--- config.mk ---
export PLATFORM = sky130hd
export DESIGN_NAME = weight_buf_writer_flat
export DESIGN_NICKNAME = d
export VERILOG_FILES = /design/src/rtl/weight_buf_writer_if.sv /design/src/rtl/weight_buf_writer.sv /design/src/flat_wrapper.sv
export SDC_FILE = /design/constraint.sdc
export NUM_CORES = 1
export LEC_CHECK = 0
export CORE_MARGIN = 1.5
export CORE_UTILIZATION = 34
export DETAILED_ROUTE_END_ITERATION = 6
export SLEW_MARGIN = 20
export SYNTH_ARGS = -nofsm -noshare
export SYNTH_HDL_FRONTEND = slang
export SYNTH_SLANG_ARGS = --single-unit
--- constraint.sdc ---
create_clock -name clk -period 2.9 [get_ports clk]
set_clock_uncertainty 0.1 [all_clocks]
set_input_delay 0.725 -clock clk [delete_from_list [all_inputs] [get_ports clk]]
set_output_delay 0.725 -clock clk [all_outputs]
set_load 0.005 [all_outputs]
--- src/rtl/weight_buf_writer_if.sv ---
// Load-stream channel into the weight buffer: valid/ready handshake with data and end-of-image marker.
interface weight_buf_writer_if #(
  parameter int unsigned DATA_WIDTH = 8
);
  logic                  s_valid;
  logic                  s_ready;
  logic [DATA_WIDTH-1:0] s_data;
  logic                  s_last;

  modport master (output s_valid, output s_data, output s_last, input s_ready);
  modport slave  (input s_valid, input s_data, input s_last, output s_ready);
endinterface

--- src/rtl/weight_buf_writer.sv ---
// Weight buffer loader: streams DATA_DEPTH words into a local array, checks framing
// against s_last, and exposes the image for reading only once a full load completes.
module weight_buf_writer #(
  parameter  int unsigned DATA_WIDTH = 8,
  parameter  int unsigned DATA_DEPTH = 16,
  localparam int unsigned ADDR_WIDTH = $clog2(DATA_DEPTH)
) (
  input  logic                  clk,
  input  logic                  rst_n,
  input  logic                  start,
  weight_buf_writer_if.slave    load,
  input  logic [ADDR_WIDTH-1:0] rd_addr,
  output logic [DATA_WIDTH-1:0] rd_data,
  output logic                  busy,
  output logic                  loaded,
  output logic                  err
);

  // One extra pointer bit so the count can reach DATA_DEPTH without wrapping.
  localparam int unsigned PTR_WIDTH = $clog2(DATA_DEPTH + 1);
  localparam logic [PTR_WIDTH-1:0] LAST_PTR = PTR_WIDTH'(DATA_DEPTH - 1);

  typedef enum logic [1:0] {
    IDLE = 2'd0,
    LOAD = 2'd1,
    DONE = 2'd2
  } state_t;

  state_t                state;
  logic [PTR_WIDTH-1:0]  wr_ptr;
  logic [DATA_WIDTH-1:0] mem [DATA_DEPTH];
  logic                  hs;
  logic                  rd_in_range;

  assign load.s_ready = (state == LOAD);
  assign busy         = (state == LOAD);
  assign hs           = load.s_valid & load.s_ready;

  // Control FSM: pointer, completion and framing-error flags.
  always_ff @(posedge clk or negedge rst_n) begin
    if (!rst_n) begin
      state  <= IDLE;
      wr_ptr <= '0;
      loaded <= 1'b0;
      err    <= 1'b0;
    end else begin
      case (state)
        IDLE, DONE: begin
          if (start) begin
            state  <= LOAD;
            wr_ptr <= '0;
            loaded <= 1'b0;
            err    <= 1'b0;
          end
        end
        LOAD: begin
          if (hs) begin
            wr_ptr <= wr_ptr + PTR_WIDTH'(1);
            if (wr_ptr == LAST_PTR) begin
              state  <= DONE;
              loaded <= 1'b1;
              err    <= ~load.s_last;
            end else if (load.s_last) begin
              state  <= IDLE;
              loaded <= 1'b0;
              err    <= 1'b1;
            end
          end
        end
        default: begin
          state  <= IDLE;
          wr_ptr <= '0;
          loaded <= 1'b0;
          err    <= 1'b0;
        end
      endcase
    end
  end

  // Storage is deliberately unreset; only accepted words overwrite it.
  always_ff @(posedge clk) begin
    if (hs) begin
      mem[wr_ptr[ADDR_WIDTH-1:0]] <= load.s_data;
    end
  end

  assign rd_in_range = (32'(rd_addr) < DATA_DEPTH);
  assign rd_data     = (loaded && rd_in_range) ? mem[rd_addr] : '0;

endmodule

--- src/flat_wrapper.sv ---
// flat-port wrapper written by rule: the top's interface ports become plain ports
module weight_buf_writer_flat 
#(
  parameter  int unsigned DATA_WIDTH = 8,
  parameter  int unsigned DATA_DEPTH = 16,
  localparam int unsigned ADDR_WIDTH = $clog2(DATA_DEPTH)
)
  (clk, rst_n, start, rd_addr, rd_data, busy, loaded, err, load_s_valid, load_s_data, load_s_last, load_s_ready);
  weight_buf_writer_if #(.DATA_WIDTH(DATA_WIDTH)) load_i ();
  input  logic clk;
  input  logic rst_n;
  input  logic start;
  input  logic [ADDR_WIDTH-1:0] rd_addr;
  output logic [DATA_WIDTH-1:0] rd_data;
  output logic busy;
  output logic loaded;
  output logic err;
  input wire logic [$bits(load_i.s_valid)-1:0] load_s_valid;
  input wire logic [$bits(load_i.s_data)-1:0] load_s_data;
  input wire logic [$bits(load_i.s_last)-1:0] load_s_last;
  output wire logic [$bits(load_i.s_ready)-1:0] load_s_ready;
  assign load_i.s_valid = load_s_valid;
  assign load_i.s_data = load_s_data;
  assign load_i.s_last = load_s_last;
  assign load_s_ready = load_i.s_ready;
  weight_buf_writer #(.DATA_WIDTH(DATA_WIDTH), .DATA_DEPTH(DATA_DEPTH)) u_core (.clk(clk), .rst_n(rst_n), .start(start), .load(load_i), .rd_addr(rd_addr), .rd_data(rd_data), .busy(busy), .loaded(loaded), .err(err));
endmodule
-- After elaboration in Yosys (flattened, before gate mapping)
Memories as Yosys holds them, arrays and structs flattened.
Index checks and enable logic that the tools add are counted.
- multiplexer cells: 20
- multipliers: 0
- $lt $le $gt $ge: 0
- equality and inequality tests: 6
- bitwise operators: 2
- reduce and logical (&&, ||, !) cells: 4
- $add $sub $neg: 1
- shifts and indexed selects: 0
- divide/modulo/power cells: 0
- operators by type and width (operator ; count):
    $mux 5 ; 2
    $pmux 5 s2 ; 1
    $mux 1 ; 9
    $mux 2 ; 4
    $mux 8 ; 1
    $add 5x1->5 const B ; 1
    $eq 5x4->1 const B ; 1
    $ne 2x2->1 const B ; 2
    $pmux 1 s2 ; 2
    $pmux 2 s2 ; 1
    $ne 3x3->1 const B ; 1
    $reduce_and 3->1 ; 1
    $eq 2x1->1 const B ; 1
    $eq 2x2->1 const B ; 1
    $logic_not 2->1 ; 1
    $reduce_and 2->1 ; 1
    $reduce_or 2->1 ; 1
    $and 1x1->1 ; 1
    $not 1->1 ; 1
- output and inout bits: 12
- ROM bits: 0
- memory bits (writable): 128
- bits in latches: 0
- bits of input ports: 17
- register bits: 9
- memories: 1
- memories (name ; depth ; width ; read ports ; clocked after memory_dff ; wr ports ; line ; text):
    u_core.mem ; 16 ; 8 ; 1 ; 0 ; 1 ; weight_buf_writer.sv:31 ; logic [DATA_WIDTH-1:0] mem [DATA_DEPTH];

-- Longest topological paths before layout
Gate-level depths: netlist (run 1).
- depth after elaboration: 4
- depth in mapped cells: 7
- mapped depth without buffers: 6

-- Least setup slack after synthesis (run 1)
Ideal clock, no wire load.
- path type: input -> output
- start: input port rd_addr[0]
- end: output port rd_data[1]
- required time: 2075 ps
- stages on the path: 5
- setup slack: 327 ps
- data arrival time: 1748 ps
- cells stage by stage: buf_6 -> buf_12 -> mux4_2 -> o2111ai_1 -> o31ai_1
- word-level cells in the longest chain between the ends: 2
- RTL lines (item ; line ; text):
    start, declared ; flat_wrapper.sv:13 ; input logic [ADDR_WIDTH-1:0] rd_addr;
    $mem_v2 16x8 ; -- ;
    $mux 8 ; weight_buf_writer.sv:88 ; assign rd_data = (loaded && rd_in_range) ? mem[rd_addr] : '0;
    end, declared ; flat_wrapper.sv:14 ; output logic [DATA_WIDTH-1:0] rd_data;
No other way between the ends.

-- Worst setup path after layout (run 1)
- start: input port rd_addr[0]
- end: output port rd_data[6]
Same word-level chain as after synthesis.

==> qor.yml, run 1 <==
final_layout:
  multi_input_area_um2: 1464
  diodes: 0
  layout.cells.non_filler: 628
  most-common-layout-cells: "128 x edfxtp_1, 41 x mux2i_1, 25 x buf_4, 23 x nand2_1, 18 x clkbuf_16"
  fillers: 1407
  fin_area_um2: 7099
  area_delta_synth_final_pct: 27.36
  drive_gt1_frac: 0.2694
  regArea_um2: 4069
  nets: 421
  final_common_cell: "edfxtp_1"
route:
  drt_pass1_iterations: 4
  num_vias: 3101
  met3_length_um: 632
  remaining_drc_errors: 0
  finalWirelength_um: 12320
  via_per_inst: 4.938
  ant_nets: 0
  drt-met1-wl_um: 5375
  drt_iter0_drc: 308
  dr_wl_met2_um: 6164
  top_layer: "met4"
  routedWlPerCell_um: 19.61
yosys:
  syn_area_um2: 5574
  synth_warnings: 0
  seq_area_frac_synth: 0.7300
  synth.distinct_cells: 31
  syn_inst: 330
  syn_nets: 352
  ys_seq_elements: 137
  avgSynthCellArea_um2: 16.89
power_and_ir_drop:
  leakage_nw: 2.540
  cellPowerDensity_nw_per_um2: 667.9
  ir_drop_v: 0.0004059
sta:
  rsz0062_at_grt: "true"
  fin_ws_ps: 51.91
  slew_headroom: 0.5001
  tightest_slew_ps: 747.4
  slew_violations: 0
  finalSetupViolCount: 0
  fmax_mhz: 351.1
  post-route-period-util: 0.9821
  whs_ps: 388.2
  min_period_ps: 2848
  hold_viol: 0
run_status:
  status: "completed"
setup_path:
  critPathCaptureType: "output port"
  cp_max_fo: 7
  path_class: "input pin to output port"
  path_buf_inv: 4
  arrival_ps: 2020
  cp.required_ps: 2080
  crit_path_start_kind: "input pin"
  slowest_stage: "mux4_2"
  cp_common_cell: "buf_12"
  crit_chain: "buf_12, buf_12, buf_8, mux4_2, nand2b_4, nand3_2, o21ai_1, buf_2"
  slowest_delay_ps: 540
  cp_top_family: "multiplexers"
floorplan:
  initial_core_util: 0.3496
  die_area_um2: 17170
  die_x_um: 131.0
  die_height_um: 131.0
  design.core.area_um2: 15940
  ios: 29
  core.rowCount: 46
global_route:
  grt_remaining_overflow: 0
  grt_use_total: 0.1533
  grt_max_degree: 24
  grt_pass1_vias: 3006
  antenna_found_initial: 0
  grt_pass1_wl_um: 18400
clocking:
  clk_pin_slew_ps: 60
  clock_latency_ps: 410
  cts_buffers: 17
  cts-root-buf: "clkbuf_16"
  cts_sinks: 137
  cts_hold_buf: 0
  cts.htree.levels: 4
  ctsLongestPathBuffers: 2
  cts_tree: "done"
placement:
  place_inst: 587
  place.port_buffers: 28
  place_ws_ps: -826.6
  gp_congestion: 0.7602
  place_hpwl_um: 7871
  placed_area_um2: 6282
worst_hold_path:
  hold_path.class: "register to register"
job:
  drv_cap: 0
[flip-flops by register name, summed over array words and instances, names as in the netlist]
| register | flops |
|---|---|
| u_core.err | 1 |
| u_core.wr_ptr | 5 |
| u_core.loaded | 1 |
| u_core.state | 2 |
| u_core.mem | 128 |
[what timing repair did]
action                                  in CTS  in global routing
hold endpoints to repair                     0                  0
resized for setup                           66                 12
cloned                                       2                  1
setup buffers                                4                  2
pin swaps                                    1                  1
endpoints found under the setup margin       8                  7
[cell type report]
type                       instances  area share
clock buffer                      17     0.05992
clock inverter                    15     0.01851
inverter                           6    0.003172
multi-input combinational        170      0.2062
sequential                       137      0.5731
tap                              216     0.03807
timing repair buffer              67      0.1010
[cells by family (layout without fill, tap and decap cells)]
kind of cell    Yosys count  after routing  share of synthesized area
flops                   137            137                     0.7300
compound gates           44             44                    0.05230
buf+inv                  23            105                    0.02649
mux                      54             54                     0.1244
simple gates             67             67                    0.05567
fa+ha+maj                 5              5                    0.01122
[worst register-to-register path: stages, from the launching register on]
cell and delay [ps]:
dfrtp_1 380, nand2b_1 230, inv_1 160, and2_1 260, nand2_1 170, nor3_1 160, buf_4 210
[routing by layer]
metal  GRT usage  vias to the layer above
met5           0                        -
met3     0.03298                       10
met1      0.2118                     1568
met4     0.04654                        0
met2      0.2439                       94
li1            -                     1429
[stage by stage]
step,total power [mW],utilization,setup TNS (ps)
floorplan,2.544,-,0
global placement,2.711,0.3941,-5969
detailed placement,2.719,0.3941,-6232
CTS,4.756,0.4420,-22.56
global route,4.907,0.4453,0
finish,4.742,0.4453,0
[power by group]
group	internal, mW	switching [mW]	total [mW]	leakage, nW
Sequential	2.25	0.0450	2.29	1.27
Combinational	0.202	0.234	0.436	1.00
Clock	1.13	0.886	2.01	0.263
Total	3.58	1.16	4.74	2.54
[worst paths after layout]
path | from | endpoint | slack [ps] | cells after the start
setup / recovery | rd_addr[0] | rd_data[6] | 50 | 8
hold / removal | u_core.wr_ptr[4]$_DFFE_PN0P_ | u_core.wr_ptr[4]$_DFFE_PN0P_ | 390 | 2
setup reg to reg | u_core.state[1]$_DFFE_PN0P_ | u_core.mem[3][6]$_DFFE_PP_ | 930 | 6
hold reg to reg | u_core.wr_ptr[4]$_DFFE_PN0P_ | u_core.wr_ptr[4]$_DFFE_PN0P_ | 390 | 2
max in group asynchronous | rst_n | u_core.wr_ptr[3]$_DFFE_PN0P_ | 1890 | 1
min in group asynchronous | rst_n | u_core.err$_DFFE_PN0P_ | 510 | 1
[cells in the mapped netlist]
cell	instances	area, µm²
edfxtp_1	128	3844
mux2i_1	43	430.4
nand2_1	23	86.33
a22oi_1	17	127.6
nor2_1	16	60.06
o21ai_0	14	70.07
dfrtp_1	9	225.2
mux4_2	7	157.7
nand2b_1	7	43.79
clkbuf_1	6	22.52
inv_1	6	22.52
nand3_1	6	30.03
ha_1	5	62.56
nor2b_1	5	31.28
a21oi_1	4	20.02
buf_6	4	45.04
mux4_1	4	105.1
nor3_1	4	20.02
a22o_1	3	26.28
buf_2	3	15.01
buf_4	3	22.52
and2_1	2	12.51
o2111ai_1	2	17.52
o31ai_1	2	15.01
and3_1	1	6.260
buf_12	1	20.02
nand3b_1	1	7.510
nand4_1	1	6.260
o22a_1	1	8.760
o22ai_1	1	6.260
or3_1	1	6.260
(Power assumes the default switching activity.)
==> run 2: changes to the inputs <==
--- a/config.mk
+++ b/config.mk
@@ -5,6 +5,7 @@
 export SDC_FILE = /design/constraint.sdc
 export NUM_CORES = 1
 export LEC_CHECK = 0
+export ABC_CLOCK_PERIOD_IN_PS = 2910
 export CORE_MARGIN = 1.5
 export CORE_UTILIZATION = 34
 export DETAILED_ROUTE_END_ITERATION = 6
==> constraint.sdc (replaced) <==
create_clock -name clk -period 2.91 [get_ports clk]
set_clock_uncertainty 0.1 [all_clocks]
set_input_delay 0.7275 -clock clk [delete_from_list [all_inputs] [get_ports clk]]
set_output_delay 0.7275 -clock clk [all_outputs]
set_load 0.005 [all_outputs]
==> qor.yml, run 2 (same netlist as run 1, synthesis figures left out) <==
global_route:
  grt_use_total: 0.1583  # was 0.1533
  grt_pass1_vias: 3173  # was 3006
  grt_pass1_wl_um: 19010  # was 18400 µm
  grt_remaining_overflow: 0  # unchanged
  antenna_found_initial: 0  # unchanged
  grt_max_degree: 17  # was 24
sta:
  whs_ps: 387.0  # was 388.2 ps
  hold_viol: 0  # unchanged
  tightest_slew_ps: 783.9  # was 747.4 ps
  finalSetupViolCount: 0  # unchanged
  fin_ws_ps: 51.89  # was 51.91 ps
  tns_ps: 0  # unchanged
  post-route-period-util: 0.9822
  slew_headroom: 0.4757  # was 0.5001
  fmax_mhz: 349.9
  rsz0062_at_grt: "false"  # was true
  min_period_ps: 2858
  slew_violations: 0  # unchanged
setup_path:
  cp-endpoint: "rd_data[2]"  # was rd_data[6]
  arrival_ps: 2030  # was 2020 ps
  crit_path_start: "rd_addr[0]"  # unchanged
  reg2reg_from: "u_core.state[1]$_DFFE_PN0P_"  # unchanged
  crit_path_start_kind: "input pin"  # unchanged
  cp_max_fo: 8  # was 7
  r2r_cells: 6  # unchanged
  critPathCaptureType: "output port"  # unchanged
  timing.rr.end: "u_core.mem[3][1]$_DFFE_PP_"  # was u_core.mem[3][6]$_DFFE_PP_
  ff2ff_setup_slack_ps: 890  # was 930 ps
  cp.required_ps: 2080  # about the same
  path_class: "input pin to output port"  # unchanged
placement:
  gp_congestion: 0.7598  # was 0.7602
  placed_area_um2: 6282  # unchanged
  place_ws_ps: -829.2  # was -826.6 ps
  place_hpwl_um: 7896  # was 7871 µm
  place.port_buffers: 28  # unchanged
final_layout:
  diodes: 0  # unchanged
  most-common-layout-cells: "128 x edfxtp_1, 37 x mux2i_1, 26 x buf_4, 23 x nand2_1"  # was 128 x edfxtp_1, 41 x mux2i_1, 25 x buf_4, 23 x nand2_1, 18 x clkbuf_16
  fin_area_um2: 7182  # was 7099 µm²
  regArea_um2: 4069  # unchanged
  nets: 423  # was 421
  largest_register_ff_count: 128  # unchanged
  area_delta_synth_final_pct: 28.84  # was 27.36%
  fillers: 1408  # was 1407
  final_common_cell: "edfxtp_1"  # unchanged
  multi_input_area_um2: 1471  # was 1464 µm²
  drive_gt1_frac: 0.2657  # was 0.2694
floorplan:
  die_x_um: 131.0  # unchanged
  design.core.area_um2: 15940  # unchanged
  ios: 29  # unchanged
  core.rowCount: 46  # unchanged
  die_height_um: 131.0  # unchanged
  die_area_um2: 17170  # unchanged
  initial_core_util: 0.3496  # unchanged
clocking:
  cts_sinks: 137  # unchanged
  clk_pin_slew_ps: 50  # was 60 ps
  cts_tree: "done"  # unchanged
  clock_latency_ps: 410  # about the same
  cts_buffers: 17  # unchanged
  cts-root-buf: "clkbuf_16"  # unchanged
  ctsLongestPathBuffers: 2  # unchanged
  cts.htree.levels: 4  # unchanged
worst_hold_path:
  hold_path.class: "register to register"  # unchanged
power_and_ir_drop:
  cellPowerDensity_nw_per_um2: 681.3  # was 667.9 nW/µm²
  ir_drop_v: 0.0004089  # was 0.0004059 V
  leakage_nw: 2.579  # was 2.540 nW
run_status:
  status: "completed"  # unchanged
route:
  num_vias: 3134  # was 3101
  remaining_drc_errors: 0  # unchanged
  ant_nets: 0  # unchanged
  via_per_inst: 4.975  # was 4.938
  drt_pass1_iterations: 4  # unchanged
  drt_iter0_drc: 275  # was 308
  finalWirelength_um: 12420  # was 12320 µm
  routedWlPerCell_um: 19.72  # was 19.61 µm
job:
  drv_cap: 0  # unchanged
[run 2: cell count changes in the layout (fill, tap and decap cells not counted), sizes merged, moves of 3 or more]
cell	previous run	this run
clkinv	2	5
inv	15	9
clkbuf	22	18
buf	42	49
bufinv	0	3
[run 2: layer usage]
layer  up-vias  routed length [µm]  global-route usage
met5         -                   0                   0
met4         0                 220             0.05624
met3        18                 778             0.04235
met2       105                6132              0.2519
met1      1573                5292              0.2097
li1       1438                   -                   -
[run 2: stage by stage]
stage	utilization	std cells	total power [mW]
global route	0.4505	630	5.059
floorplan	-	330	2.535
global placement	0.3941	587	2.702
detailed placement	0.3941	587	2.711
CTS	0.4513	631	4.926
finish	0.4505	630	4.893
[run 2: critical path: stages]
cell       delay [ps]
buf_8             120
buf_12            150
mux4_2            510
o2111ai_2         260
o31ai_2           110
buf_2             140
[run 2: area by class of cell]
cell class	instances	area share
clock buffers	18	0.05976
repair buffers	69	0.1044
inverters	6	0.003136
flip-flops and latches	137	0.5666
multi-input cells	170	0.2049
well taps	216	0.03763
clock inverters	14	0.02369
[run 2: worst min path at each step]
stage | startpoint | to | slack, ps | cells past startpoint
2_1_floorplan | rst_n | u_core.err$_DFFE_PN0P_ | 330 | 0
3_3_place_gp | u_core.wr_ptr[4]$_DFFE_PN0P_ | u_core.wr_ptr[4]$_DFFE_PN0P_ | 370 | 2
3_5_place_dp | u_core.err$_DFFE_PN0P_ | u_core.err$_DFFE_PN0P_ | 380 | 1
4_1_cts | u_core.wr_ptr[4]$_DFFE_PN0P_ | u_core.wr_ptr[4]$_DFFE_PN0P_ | 390 | 2
5_1_grt | u_core.err$_DFFE_PN0P_ | u_core.err$_DFFE_PN0P_ | 410 | 1
6_report | u_core.state[1]$_DFFE_PN0P_ | u_core.state[1]$_DFFE_PN0P_ | 390 | 2
[run 2: timing repair]
action / CTS / global route
gates cloned: 4 / 0
endpoints found under the setup margin: 8 / 8
gates resized for setup: 75 / 8
hold buffers: 0 / 0
pin swaps: 16 / 4
buffers inserted: 8 / 0
[run 2: report_power, final]
group	internal, mW	total (mW)	switching (mW)	leakage, nW
clock network	1.35	2.16	0.814	0.285
logic	0.208	0.440	0.232	1.02
registers	2.24	2.29	0.0459	1.27
